## src/rtl/result_packer.sv

```systemverilog
// result_packer
//   Packs 16-bit engine results, two per 32-bit word, into the result FIFO.
//   The first result of each pair goes to the low half and the second to the
//   high half. A trailing odd result is padded with PAD_VALUE in the high half
//   and flushed. A one-cycle done pulse marks the end of every job.
//
// Ports
//   clk, rst_n          system clock, asynchronous active-low reset
//   start, total        one-cycle job start, number of results in the job
//   in_valid, in_data   engine result stream
//   in_ready            packer takes in_data when in_valid && in_ready
//   fifo_full           result FIFO full flag
//   fifo_wr_en, fifo_din  FIFO write strobe and packed word
//   busy                job in progress (RUN or FLUSH)
//   done                one-cycle completion pulse
//   word_count          words written in the current/last job
module result_packer #(
  parameter int                DATA_W    = 16,
  parameter int                WORD_W    = 32,
  parameter int                CNT_W     = 24,
  parameter logic [DATA_W-1:0] PAD_VALUE = '0
) (
  input  logic              clk,
  input  logic              rst_n,
  input  logic              start,
  input  logic [CNT_W-1:0]  total,
  input  logic              in_valid,
  input  logic [DATA_W-1:0] in_data,
  output logic              in_ready,
  input  logic              fifo_full,
  output logic              fifo_wr_en,
  output logic [WORD_W-1:0] fifo_din,
  output logic              busy,
  output logic              done,
  output logic [CNT_W-1:0]  word_count
);

  typedef enum logic [1:0] {
    IDLE  = 2'd0,
    RUN   = 2'd1,
    FLUSH = 2'd2,
    DONE  = 2'd3
  } state_t;

  state_t             state;
  logic [CNT_W-1:0]   remaining;
  logic [DATA_W-1:0]  half_data;
  logic               half_valid;
  logic               out_valid;
  logic               accept;
  logic               out_free;

  // The out-register is free either when it is empty or when its word is
  // leaving this cycle; this is what gives one result per cycle throughput.
  always_comb begin
    fifo_wr_en = out_valid && !fifo_full;
    out_free   = !out_valid || fifo_wr_en;
    in_ready   = (state == RUN) && (remaining != '0) && (!half_valid || out_free);
    accept     = in_valid && in_ready;
  end

  always_ff @(posedge clk or negedge rst_n) begin
    if (!rst_n) begin
      state      <= IDLE;
      remaining  <= '0;
      half_data  <= '0;
      half_valid <= 1'b0;
      out_valid  <= 1'b0;
      fifo_din   <= '0;
      busy       <= 1'b0;
      done       <= 1'b0;
      word_count <= '0;
    end else begin
      done <= 1'b0;

      // Drain; a load in the same cycle below overrides the clear.
      if (fifo_wr_en) begin
        out_valid  <= 1'b0;
        word_count <= word_count + 1'b1;
      end

      case (state)
        IDLE: begin
          if (start) begin
            remaining  <= total;
            word_count <= '0;
            half_valid <= 1'b0;
            if (total == '0) begin
              state <= DONE;
              done  <= 1'b1;
            end else begin
              state <= RUN;
              busy  <= 1'b1;
            end
          end
        end

        RUN: begin
          if (accept) begin
            remaining <= remaining - 1'b1;
            if (!half_valid) begin
              half_data  <= in_data;
              half_valid <= 1'b1;
            end else begin
              fifo_din   <= {in_data, half_data};
              out_valid  <= 1'b1;
              half_valid <= 1'b0;
            end
          end else if (remaining == '0) begin
            if (half_valid) begin
              state <= FLUSH;
            end else if (out_free) begin
              state <= DONE;
              busy  <= 1'b0;
              done  <= 1'b1;
            end
          end
        end

        FLUSH: begin
          if (half_valid) begin
            if (out_free) begin
              fifo_din   <= {PAD_VALUE, half_data};
              out_valid  <= 1'b1;
              half_valid <= 1'b0;
            end
          end else if (out_free) begin
            state <= DONE;
            busy  <= 1'b0;
            done  <= 1'b1;
          end
        end

        DONE: begin
          state <= IDLE;
        end

        default: begin
          state <= IDLE;
        end
      endcase
    end
  end

endmodule

```

## config.mk

```make
export PLATFORM = sky130hd
export DESIGN_NAME = result_packer
export DESIGN_NICKNAME = d
export VERILOG_FILES = /design/src/rtl/result_packer.sv
export SDC_FILE = /design/constraint.sdc
export NUM_CORES = 1
export LEC_CHECK = 0
export CORE_ASPECT_RATIO = 1.25
export CORE_MARGIN = 1
export CORE_UTILIZATION = 52
export DETAILED_ROUTE_END_ITERATION = 7
export GPL_TIMING_DRIVEN = 1
export PLACE_DENSITY = 0.89
export SLEW_MARGIN = 10
export SYNTH_ARGS = -nofsm -noshare
export SYNTH_HDL_FRONTEND = slang
export SYNTH_SLANG_ARGS = --single-unit
export TNS_END_PERCENT = 20
```

## constraint.sdc

```tcl
create_clock -name clk -period 2.9 [get_ports clk]
set_input_delay 0.87 -clock clk [delete_from_list [all_inputs] [get_ports clk]]
set_output_delay 0.87 -clock clk [all_outputs]
set_load 0.1 [all_outputs]
```

# Word-level counts from Yosys, hierarchy flattened
# Index checks and enable logic that the tools add are counted.
[classes] addsub=2 mul=0 div_mod_pow=0 order_cmp=0 eq_ne=12 shift=0 n_mux=45 bitwise_logic=1 reduce_logical=22
[op_table] op="$mux 32" count=4
[op_table] op="$mux 24" count=5
[op_table] op="$pmux 32 s2" count=1
[op_table] op="$logic_not 24->1" count=2
[op_table] op="$pmux 24 s2" count=1
[op_table] op="$add 24x1->24 const B" count=1
[op_table] op="$reduce_bool 24->1" count=1
[op_table] op="$sub 24x1->24 const B" count=1
[op_table] op="$mux 1" count=22
[op_table] op="$ne 2x2->1 const B" count=8
[op_table] op="$mux 2" count=7
[op_table] op="$reduce_and 5->1" count=2
[op_table] op="$pmux 1 s3" count=3
[op_table] op="$reduce_and 3->1" count=3
[op_table] op="$pmux 2 s4" count=1
[op_table] op="$eq 2x2->1 const B" count=2
[op_table] op="$logic_and 1x1->1" count=4
[op_table] op="$reduce_and 4->1" count=1
[op_table] op="$reduce_bool 2->1" count=2
[op_table] op="$logic_not 1->1" count=3
[op_table] op="$reduce_bool 3->1" count=1
[op_table] op="$eq 2x1->1 const B" count=1
[op_table] op="$logic_not 2->1" count=1
[op_table] op="$logic_or 1x1->1" count=2
[op_table] op="other kinds (3)" count=3
[word_totals] reg_bits=102 latch_bits=0 mem_bits_rw=0 rom_bits=0 input_bits=45 word_cells=91 memories=0

# Depth between registers and ports, before layout
# Gate-level depths: netlist of the first run.
[depth] word_depth=8 depth_mapped=9

# Worst setup path after synthesis of the first run
# OpenSTA, ideal clock, no wires.
[synth_timing] kind="flip-flop to output port" from="register remaining[0]" to="output port in_ready" arrival_ns=2.776 required_time_ns=2.030 setup_slack_ns=-0.746 path_stages_with_launch=8 path_buffers=1 path_cell_list="dfrtp_1 > clkbuf_1 > inv_1 > ha_1 > nor4b_4 > nand4_1 > o21ai_0 > a21oi_1"
[synth_between] elab_chain_cells=3
[synth_lines] element="start, declared" line="46" rtl="logic [CNT_W-1:0] remaining;"
[synth_lines] element="start signal, assigned" line="85" rtl="remaining <= total;"
[synth_lines] element="start signal, assigned" line="100" rtl="remaining <= remaining - 1'b1;"
[synth_lines] element="$reduce_bool 24->1" line="58" rtl="in_ready = (state == RUN) && (remaining != '0) && (!half_valid || out_free);"
[synth_lines] element="$logic_and 1x1->1 (2 in series)" line="58"
[synth_lines] element="end, declared" line="29" rtl="output logic in_ready,"
# Every way passes these cells.

# Worst setup path after layout of the first run
[layout_timing] from="register remaining[1]" to="output port in_ready"
# Same word-level chain as after synthesis.

==> flow_summary.json, run 1 <==
{
  "ys_warn_count": 0,
  "grt.overflow.total": 0,
  "syn_area_sq_um": 5451,
  "ys_top_cells_by_area": "dfrtp_1 (47%), mux2_4 (5.5%), nand2_1 (2.7%)",
  "tightest_slew_ns": 0.6964,
  "outcome": "completed",
  "firstDrtPassIters": 5,
  "async_flop_share_pct": 100.0,
  "layout.cells.non_filler": 791,
  "track_usage_pct": 27.62,
  "drtIter0Drc": 315,
  "die_w_um": 93.58,
  "synth_fp_nets": 581,
  "power_density_nw_per_um2": 1215,
  "num-fill-cells": 734,
  "clkSlewWorstSetupHoldPaths_ns": 0.07,
  "gp_congestion": 0.9262,
  "multi_input_area_sq_um": 2751,
  "grt_pass1_wl_mm": 23.32,
  "drt_wl_total_mm": 14.51,
  "cts_sinks": 102,
  "maxCapViolCount": 0,
  "numPlacedInstances": 767,
  "place_ws_ns": 0.1107,
  "viasPerCell": 6.116,
  "syn_inst": 530,
  "cts_made_buffers": 9,
  "setup_tns_ns": 0,
  "finish.instance_area_sq_um": 7053,
  "end_kind": "output pin",
  "synth_top_area_share_pct": 46.82,
  "synth-edff-count": 0,
  "p_total_mw": 8.566,
  "setup_viol_count_final": 0,
  "die_area_sq_um": 10900,
  "path_max_fanout": 3,
  "cts-root-buf": "clkbuf_16",
  "vdd_drop_max_mv": 0.7290,
  "synth_top_area_cell": "dfrtp_1",
  "final_cell_mix": "dfrtp_1 (101), buf_4 (96), clkdlybuf4s50_1 (43)",
  "ys_ff_latch": 102,
  "yosysSeqAreaShare_pct": 46.82,
  "cts_tree": "built",
  "setup_ws_ns": 0.09779,
  "ios": 105,
  "relSlewSlack_pct": 53.37,
  "wl_per_cell_um": 18.34,
  "clockBufferDepth": 2,
  "max_freq_ghz": 0.3569,
  "fp.dieH_um": 116.5,
  "syn_to_final_growth_pct": 29.38,
  "placed_cell_area_sq_um": 6660,
  "final_common_cell": "dfrtp_1",
  "hp-class": "input port to async pin",
  "cts_hold_buffers": 0,
  "worstPathRequired_ns": 2.03,
  "synth_ff_type": "dfrtp_1",
  "initial_core_util_pct": 53.67,
  "antenna_found_initial": 0,
  "startpoint_type": "flip-flop",
  "crit_arrival_ns": 1.93,
  "finalHoldViolCount": 0,
  "period_needed_ns": 2.802,
  "grt_max_degree": 48,
  "seq_area_sq_um": 2554,
  "clk_latency_ns": 0.35,
  "num_antenna_cells": 0,
  "period_share_pct": 96.63,
  "p_leak_nw": 3.099,
  "rows": 41,
  "ctsHtreeMaxLevel": 3,
  "skew_ns": 0.008141,
  "drive_above_1_share_pct": 25.98,
  "worst-setup-path-type": "flip-flop to output pin",
  "grt_pass1_vias": 4803,
  "drv_slew": 0,
  "port_buffers": 104,
  "routed-via-count": 4838,
  "drc": 0,
  "dp_hpwl_mm": 10.16,
  "ant_nets": 0,
  "nets": 708,
  "yosysUniqueCellTypes": 70,
  "coreArea_sq_um": 10160,
  "avgSynthCellArea_sq_um": 10.29
}
metal layers:
layer | vias to the layer above | track usage (%) | share of wire, %
li1 | 2205 | - | -
met1 | 2374 | 33.40 | 39
met2 | 213 | 47.84 | 52
met3 | 46 | 3.971 | 5.3
met4 | 0 | 14.67 | 3.8
met5 | - | 0 | 0
state kept, by name, summed over array words and instances (netlist names):
name and flops:
busy 1, done 1, remaining 24, out_valid 1, half_data 16, fifo_din 32, half_valid 1, word_count 24
state 2
synth_stat cells (2+ instances only):
| library cell | number |
|---|---|
| nand4_1 | 11 |
| nor4_1 | 18 |
| mux2_2 | 12 |
| or3_1 | 6 |
| a21oi_1 | 14 |
| o211ai_1 | 7 |
| nand3_1 | 28 |
| clkbuf_1 | 16 |
| a2111oi_0 | 2 |
| o22ai_1 | 8 |
| inv_1 | 12 |
| nor3_1 | 14 |
| o21ai_0 | 27 |
| buf_2 | 8 |
| mux2i_1 | 8 |
| xor2_1 | 6 |
| o311ai_0 | 8 |
| mux2_4 | 20 |
| o22a_1 | 2 |
| o21a_1 | 2 |
| or4_1 | 2 |
| ha_1 | 6 |
| nand2b_1 | 21 |
| a211o_1 | 2 |
| a31oi_1 | 9 |
| nor2b_1 | 11 |
| o41ai_1 | 2 |
| or2_2 | 3 |
| and3_1 | 3 |
| nor3_2 | 3 |
| nor4_4 | 2 |
| nand2_1 | 39 |
| nor2_1 | 39 |
| nand3b_1 | 2 |
| and4_1 | 6 |
| dfrtp_1 | 102 |
| xnor2_1 | 13 |
| a21boi_0 | 2 |
| and2_1 | 3 |
worst max-delay path, stage by stage, from the launching register on:
cell,delay (ns)
dfrtp_2,0.43
inv_2,0.09
ha_4,0.14
nor4b_4,0.25
nand4_1,0.15
o21ai_1,0.15
buf_4,0.15
a21oi_4,0.04
buf_12,0.18
cell type report:
class                   instances  share of cell area, %
clock buffers                   9                  3.193
inverters                      12                 0.6386
clock inverters                 7                  1.206
repair buffers                143                  17.46
multi-input cells             389                  39.01
well taps                     129                  2.288
flip-flops and latches        102                  36.21
stage by stage:
| stage | utilization, % | hold slack, ns |
|---|---|---|
| after floorplan | - | 0.4736 |
| final | 69.44 | 0.4246 |
| after global placement | 65.57 | 0.4826 |
| after detailed placement | 65.57 | 0.4946 |
| after global routing | 69.44 | 0.4428 |
| after CTS | 68.83 | 0.4288 |
power breakdown:
part / total (mW) / internal [mW] / switching (mW)
sequential: 2.46 / 1.97 / 0.491
clock: 1.27 / 0.690 / 0.579
combinational: 4.84 / 1.58 / 3.25
cell families (layout without fill, tap and decap cells):
group                      count (synthesis)  count (layout)  synth area share, %
adders and majority gates                  6               6                1.377
AOI/OAI and AO/OA                         98              98                12.05
DFF                                      102             102                46.82
buffers and inverters                     39             171                3.305
xor gates and xnor gates                  19              19                3.053
muxes                                     40              40                9.456
and+or+nand+nor                          226             226                23.94
repair_timing:
action,in CTS,in global routing
hold endpoints to repair,0,0
setup endpoints to repair,1,1
pin swaps,0,3
gates resized for setup,5,1
setup buffers,1,7
worst paths after layout:
path / from / end / slack, ns / depth (start not counted)
max in group asynchronous: rst_n / fifo_din[24]$_DFFE_PN0P_ / 1.74 / 2
worst max-delay path: remaining[1]$_DFFE_PN0P_ / in_ready / 0.1 / 8
worst min register to register: half_data[10]$_DFFE_PN0P_ / fifo_din[10]$_DFFE_PN0P_ / 0.50 / 1
worst max register to register: remaining[1]$_DFFE_PN0P_ / half_data[8]$_DFFE_PN0P_ / 0.42 / 8
min in group clk: half_data[10]$_DFFE_PN0P_ / fifo_din[10]$_DFFE_PN0P_ / 0.50 / 1
worst min-delay path: rst_n / remaining[11]$_DFFE_PN0P_ / 0.42 / 1
Note: power is estimated with default switching activity, not from simulation.
==> run 2, diff against run 1 <==
- CORE_UTILIZATION: 52 -> 47
- GPL_TIMING_DRIVEN: 1 -> 0
- PLACE_DENSITY: 0.89 -> 0.85
- clock period: 2.9 -> 2.3 ns (I/O delays scaled with it)
==> flow_summary.json, run 2 (synthesized netlist as in run 1, its figures left out) <==
{
  "vdd_drop_max_mv": 0.8089,
  "period_needed_ns": 2.681,
  "num-fill-cells": 871,
  "grt_max_degree": 68,
  "wl_per_cell_um": 19.17,
  "place_ws_ns": -1.143,
  "coreArea_sq_um": 11190,
  "die_area_sq_um": 12040,
  "clkSlewWorstSetupHoldPaths_ns": 0.07,
  "clk_latency_ns": 0.35,
  "startpoint_type": "flip-flop",
  "drive_above_1_share_pct": 26.28,
  "placed_cell_area_sq_um": 6716,
  "maxCapViolCount": 0,
  "clockBufferDepth": 2,
  "routed-via-count": 4977,
  "final_common_cell": "dfrtp_1",
  "drt_wl_total_mm": 15.64,
  "finalHoldViolCount": 0,
  "end_kind": "output pin",
  "final_cell_mix": "dfrtp_1 (91), clkdlybuf4s50_1 (40), nand2_1 (39)",
  "antenna_found_initial": 0,
  "grt.overflow.total": 0,
  "relSlewSlack_pct": 32.87,
  "nets": 727,
  "initial_core_util_pct": 48.71,
  "syn_to_final_growth_pct": 38.47,
  "hp-class": "input port to async pin",
  "viasPerCell": 6.099,
  "num_antenna_cells": 0,
  "worstPathRequired_ns": 1.61,
  "fp.dieH_um": 122.4,
  "worst-setup-path-type": "flip-flop to output pin",
  "rows": 43,
  "p_leak_nw": 3.239,
  "ctsHtreeMaxLevel": 3,
  "track_usage_pct": 25.89,
  "drv_slew": 0,
  "cts_made_buffers": 9,
  "max_freq_ghz": 0.3730,
  "dp_hpwl_mm": 10.75,
  "cts_sinks": 102,
  "grt_pass1_vias": 4897,
  "outcome": "complete, but fails checks",
  "drc": 8,
  "rsz0062_at_grt": "true",
  "largestRegisters": "fifo_din (32), remaining (24), word_count (24)",
  "drtIter0Drc": 337,
  "path_max_fanout": 3,
  "crit_arrival_ns": 1.99,
  "grt_pass1_wl_mm": 24.29,
  "violations": "design-rule violations, negative setup slack",
  "power_density_nw_per_um2": 1510,
  "port_buffers": 103,
  "cts-root-buf": "clkbuf_16",
  "regMostFlops": "fifo_din",
  "firstDrtPassIters": 8,
  "largest_reg_flops": 32,
  "cts_tree": "built",
  "period_share_pct": 116.6,
  "ios": 105,
  "tightest_slew_ns": 1.011,
  "die_w_um": 98.33,
  "skew_ns": 0.009863,
  "setup_viol_count_final": 25,
  "gp_congestion": 0.9232,
  "ant_nets": 0,
  "setup_ws_ns": -0.3812,
  "finish.instance_area_sq_um": 7548
}
[run 2: cell count changes in the layout (fill, tap and decap cells not counted), sizes merged]
cell,change
clkbuf,+22
clkdlybuf4s50,-3
clkdlybuf4s15,+28
buf,-52
dlygate4sd2,+24
[run 2: final timing paths]
| check | start | slack [ns] | to | cells past startpoint |
|---|---|---|---|---|
| max | remaining[1]$_DFFE_PN0P_ | -0.38 | in_ready | 7 |
| min | rst_n | 0.31 | remaining[2]$_DFFE_PN0P_ | 1 |
| max reg2reg | remaining[1]$_DFFE_PN0P_ | -0.30 | half_data[1]$_DFFE_PN0P_ | 10 |
| min reg2reg | fifo_din[0]$_DFFE_PN0P_ | 0.50 | fifo_din[0]$_DFFE_PN0P_ | 1 |
| max in group asynchronous | rst_n | 1.30 | word_count[9]$_DFF_PN0_ | 2 |
| min in group clk | fifo_din[0]$_DFFE_PN0P_ | 0.50 | fifo_din[0]$_DFFE_PN0P_ | 1 |
[run 2: critical path, cell delays in order, from the launching register on]
cell and delay, ns:
dfrtp_2 0.43, inv_2 0.08, ha_4 0.14, nor4b_4 0.26, nand4_1 0.21, o21ai_2 0.27
a21oi_4 0.08, buf_12 0.18
[run 2: area by class of cell]
type	instances	area, sq um	share of cell area (%)
plain buffers	26	187.7	2.486
well taps	135	168.9	2.238
flip-flops and latches	102	2566	34.00
multi-input cells	389	2952	39.10
clock buffers	9	225.2	2.984
inverters	12	47.55	0.6299
clock inverters	7	97.59	1.293
repair buffers	136	1304	17.27
[run 2: metrics by stage]
| step | hold slack (ns) | total power [mW] | cells | setup TNS, ns | utilization [%] |
|---|---|---|---|---|---|
| floorplan | 0.3944 | 7.468 | 530 | -0.04504 | - |
| global placement | 0.4839 | 8.863 | 768 | -363.54 | 59.79 |
| finish | 0.3053 | 11.40 | 816 | -5.405 | 67.45 |
| global route | 0.3479 | 11.88 | 816 | -7.839 | 67.45 |
| CTS | 0.3170 | 10.83 | 800 | -2.136 | 64.99 |
| detailed placement | 0.4874 | 9.020 | 769 | -35.35 | 60.02 |
[run 2: per-layer routing]
metal	track usage, %	routed length [um]
met1	31.07	6111
met2	45.42	7988
met3	3.929	971
met4	13.15	568
met5	0	0
[run 2: power by group]
group	internal, mW	leakage, nW	total [mW]	switching, mW
Clock	0.885	0.159	1.64	0.755
Combinational	2.22	1.79	6.62	4.40
Sequential	2.48	1.29	3.14	0.658
Total	5.59	3.24	11.4	5.81
[run 2: repair_timing]
item                                    in CTS  in global routing
cloned                                       1                  1
hold buffers                                 0                  0
buffers inserted                            14                 16
endpoints found under the setup margin     136                 86
resized for setup                          158                 69
pin swaps                                    8                 19
==> edit: new RTL, config.mk and constraints of run 1 <==
Put one more register stage on the output `word_count`, with the module's reset. The value now appears one clock later. The other outputs are not delayed to match.
--- a/src/rtl/result_packer.sv
+++ b/src/rtl/result_packer.sv
@@ -42,6 +42,8 @@
     DONE  = 2'd3
   } state_t;
 
+  logic [CNT_W-1:0] word_count_s0;
+
   state_t             state;
   logic [CNT_W-1:0]   remaining;
   logic [DATA_W-1:0]  half_data;
@@ -69,21 +71,21 @@
       fifo_din   <= '0;
       busy       <= 1'b0;
       done       <= 1'b0;
-      word_count <= '0;
+      word_count_s0 <= '0;
     end else begin
       done <= 1'b0;
 
       // Drain; a load in the same cycle below overrides the clear.
       if (fifo_wr_en) begin
         out_valid  <= 1'b0;
-        word_count <= word_count + 1'b1;
+        word_count_s0 <= word_count_s0 + 1'b1;
       end
 
       case (state)
         IDLE: begin
           if (start) begin
             remaining  <= total;
-            word_count <= '0;
+            word_count_s0 <= '0;
             half_valid <= 1'b0;
             if (total == '0) begin
               state <= DONE;
@@ -142,5 +144,13 @@
     end
   end
 
+  always_ff @(posedge clk or negedge rst_n) begin
+    if (!rst_n) begin
+      word_count <= '0;
+    end else begin
+      word_count <= word_count_s0;
+    end
+  end
+
 endmodule
 
Check against the original RTL: not equivalent (Yosys sat finds a counterexample within 10 cycles, from zero or initial values and one cycle with rst_n low).
==> edit against run 1 <==
The run now ends with negative setup slack left; worst setup slack got worse by 0.25 ns; synthesized cell count increased by 1.1%; global-route usage decreased by 1.1 points; cell count increased by 4.9%; register-to-register slack got worse by 0.35 ns; total power increased by 8.9%; area after synthesis increased by 8.4%; sequential share of layout area increased by 3.4 points; sequential cell count increased by 24; combinational power decreased by 8.7%; routed wire length increased by 2.2%; final area increased by 13%; maximum frequency decreased by 8.2%; largest cell class is now registers.
==> edit: results (changes against run 1) <==
| Metric | Value |
|---|---|
| Avg Inst Size Synth | `11.0 µm² (+7.2%)` |
| Mapped Nets | `587 (+1.0%)` |
| CP Launch Type | `register` |
| Largest Register | `fifo_din` |
| N_diodes | `0 (unchanged)` |
| Initial antenna violation count | `0 (unchanged)` |
| Crit-path slowest cell | `or4b_4` |
| Endpoints failing setup | `1 (+1)` |
| R2r worst-path depth | `9 (+1)` |
| H-tree levels | `4 (+1)` |
| Post-layout nets | `733 (+3.5%)` |
| Max FFs per register | `32 (unchanged)` |
| Placer Congestion | `0.946 (+2.1%)` |
| Worst min-delay path category | `register to register` |
| Leak | `3.62 nW (+17%)` |
| Status | `complete, but fails checks` |
| CTS Buffer Depth | `2 (unchanged)` |
| Critical path origin | `remaining[0]` |
| Top_reg_cell synth | `dfrtp_1` |
| First-pass GRT wire length | `24800 µm (+6.5%)` |
| Fraction of layout cells with a size suffix above 1 | `29.4% (+3.4 points)` |
| GRT met3 Usage | `5.07% (+1.1 points)` |
| Largest net degree at the start of global routing | `47 (-2.1%)` |
| Largest stage delay, worst path | `0.48 ns (+0.05 ns)` |
| Failing checks | `negative setup slack` |
| CTS Buf Count | `17 (+8)` |
| Top post-synthesis cells by count | `126 x dfrtp_1, 46 x nor2_1, 35 x mux2_2` |
| Total Routing Usage GR | `26.6% (-1.1 points)` |
| Placed instance count | `790 (+3.0%)` |
| Drt pass-1 iters | `5 (unchanged)` |
| Worst-Skew Late Latency | `0.41 ns (+0.06 ns)` |
| Switching power | `4.12 mW (-4.7%)` |
| Clk_skew | `0.0122 ns (+0.00403 ns)` |
| Fill cells | `765 (+4.2%)` |
| Vias in the first global route | `5172 (+7.7%)` |
| Synth area leaders | `dfrtp_1 53%, mux2_2 6.7%, nor2_1 2.9%` |
| R2R Setup Slk | `0.07 ns (-0.35 ns)` |
| Max FO, Critical Path | `2 (-1)` |
| Dpl ws | `-0.0335 ns (-0.144 ns)` |
| DR iter-0 viols | `313 (-0.63%)` |
| Distinct cells, synth | `62 (-11%)` |
| DRT Wirelength | `14800 µm (+2.2%)` |
| Slew HR | `58.2% (+4.8 points)` |
| Vias per cell | `6.01 (-1.8%)` |
| RR Endpoint | `half_data[0]` |
| M2 GR Usage | `45.5% (-2.3 points)` |
| Final WS setup | `-0.152 ns (-0.250 ns)` |
| I/O Buffers | `104 (unchanged)` |
| M1 GR Usage | `31.6% (-1.8 points)` |
| CP arrival | `2.18 ns (+0.25 ns)` |
| Root buf cell | `clkbuf_16` |
| Detail Placement HPWL | `10200 µm (+0.18%)` |
| Seq/Total Area, Yosys | `53.3% (+6.5 points)` |
| WL/cell | `17.9 µm (-2.6%)` |
| Peak VDD IR | `764 µV (+4.8%)` |
-- edit: cells by family after synthesis --
group	Yosys count	share of synthesized area [%]
flops	126	53.3
xor+xnor	17	2.52
simple gates	200	18.2
fa+ha+maj	6	1.27
buf+inv	41	3.17
mux	55	11.0
compound gates	91	10.5
-- edit: power by group through the flow --
stage | Clock [mW] | Combinational, mW | Sequential, mW
2_1_floorplan | 0 | 1.60 | 4.17
4_1_cts | 2.26 | 4.38 | 2.69
5_1_grt | 2.33 | 4.65 | 2.76
3_3_place_gp | 0 | 4.17 | 2.67
3_5_place_dp | 0 | 4.27 | 2.71
6_report | 2.22 | 4.42 | 2.70
-- edit: layout make-up --
type | count | share of cell area (%)
Clock buffer | 19 | 5.56
Tap cell | 135 | 2.12
Timing Repair Buffer | 155 | 16.9
Multi-Input combinational cell | 369 | 32.9
Clock inverter | 13 | 2.36
Sequential cell | 126 | 39.6
Inverter | 13 | 0.612
-- edit: how the worst min path moves through the flow --
stage | to | slack (ns) | cells after the start
floorplan | word_count[23] | 0.37 | 0
global placement | word_count[14] | 0.40 | 0
detailed placement | word_count[8] | 0.41 | 0
CTS | word_count[4] | 0.42 | 0
global route | word_count[8] | 0.43 | 0
finish | word_count[8] | 0.43 | 0
-- edit: worst max-delay path, delay by kind of cell (launching register included) --
family / cells / cell delay [ns]
flops: 1 / 0.39
compound gates: 1 / 0.10
buf+inv: 2 / 0.26
fa+ha+maj: 1 / 0.12
simple gates: 3 / 0.90
-- edit: through the flow --
step / area (µm²) / TNS [ns]
5_1_grt: 7970 / -0.229
6_report: 7970 / -0.152
3_3_place_gp: 7240 / -0.000232
4_1_cts: 7960 / -0.126
3_5_place_dp: 7240 / -0.121
2_1_floorplan: 5920 / -0.200
-- edit: what timing repair did --
item / 4_1_cts / 5_1_grt
pin swaps: 3 / 0
buffers inserted: 8 / 0
gates resized for setup: 8 / 1
setup endpoints to repair: 1 / 7
-- edit: layer usage --
| metal | wire, µm | up-vias | part of all wire [%] |
|---|---|---|---|
| met3 | 797 | 40 | 5.4 |
| met1 | 5830 | 2460 | 39 |
| met4 | 499 | 0 | 3.4 |
| met2 | 7700 | 237 | 52 |
| li1 | - | 2249 | - |
| met5 | 0 | - | 0 |
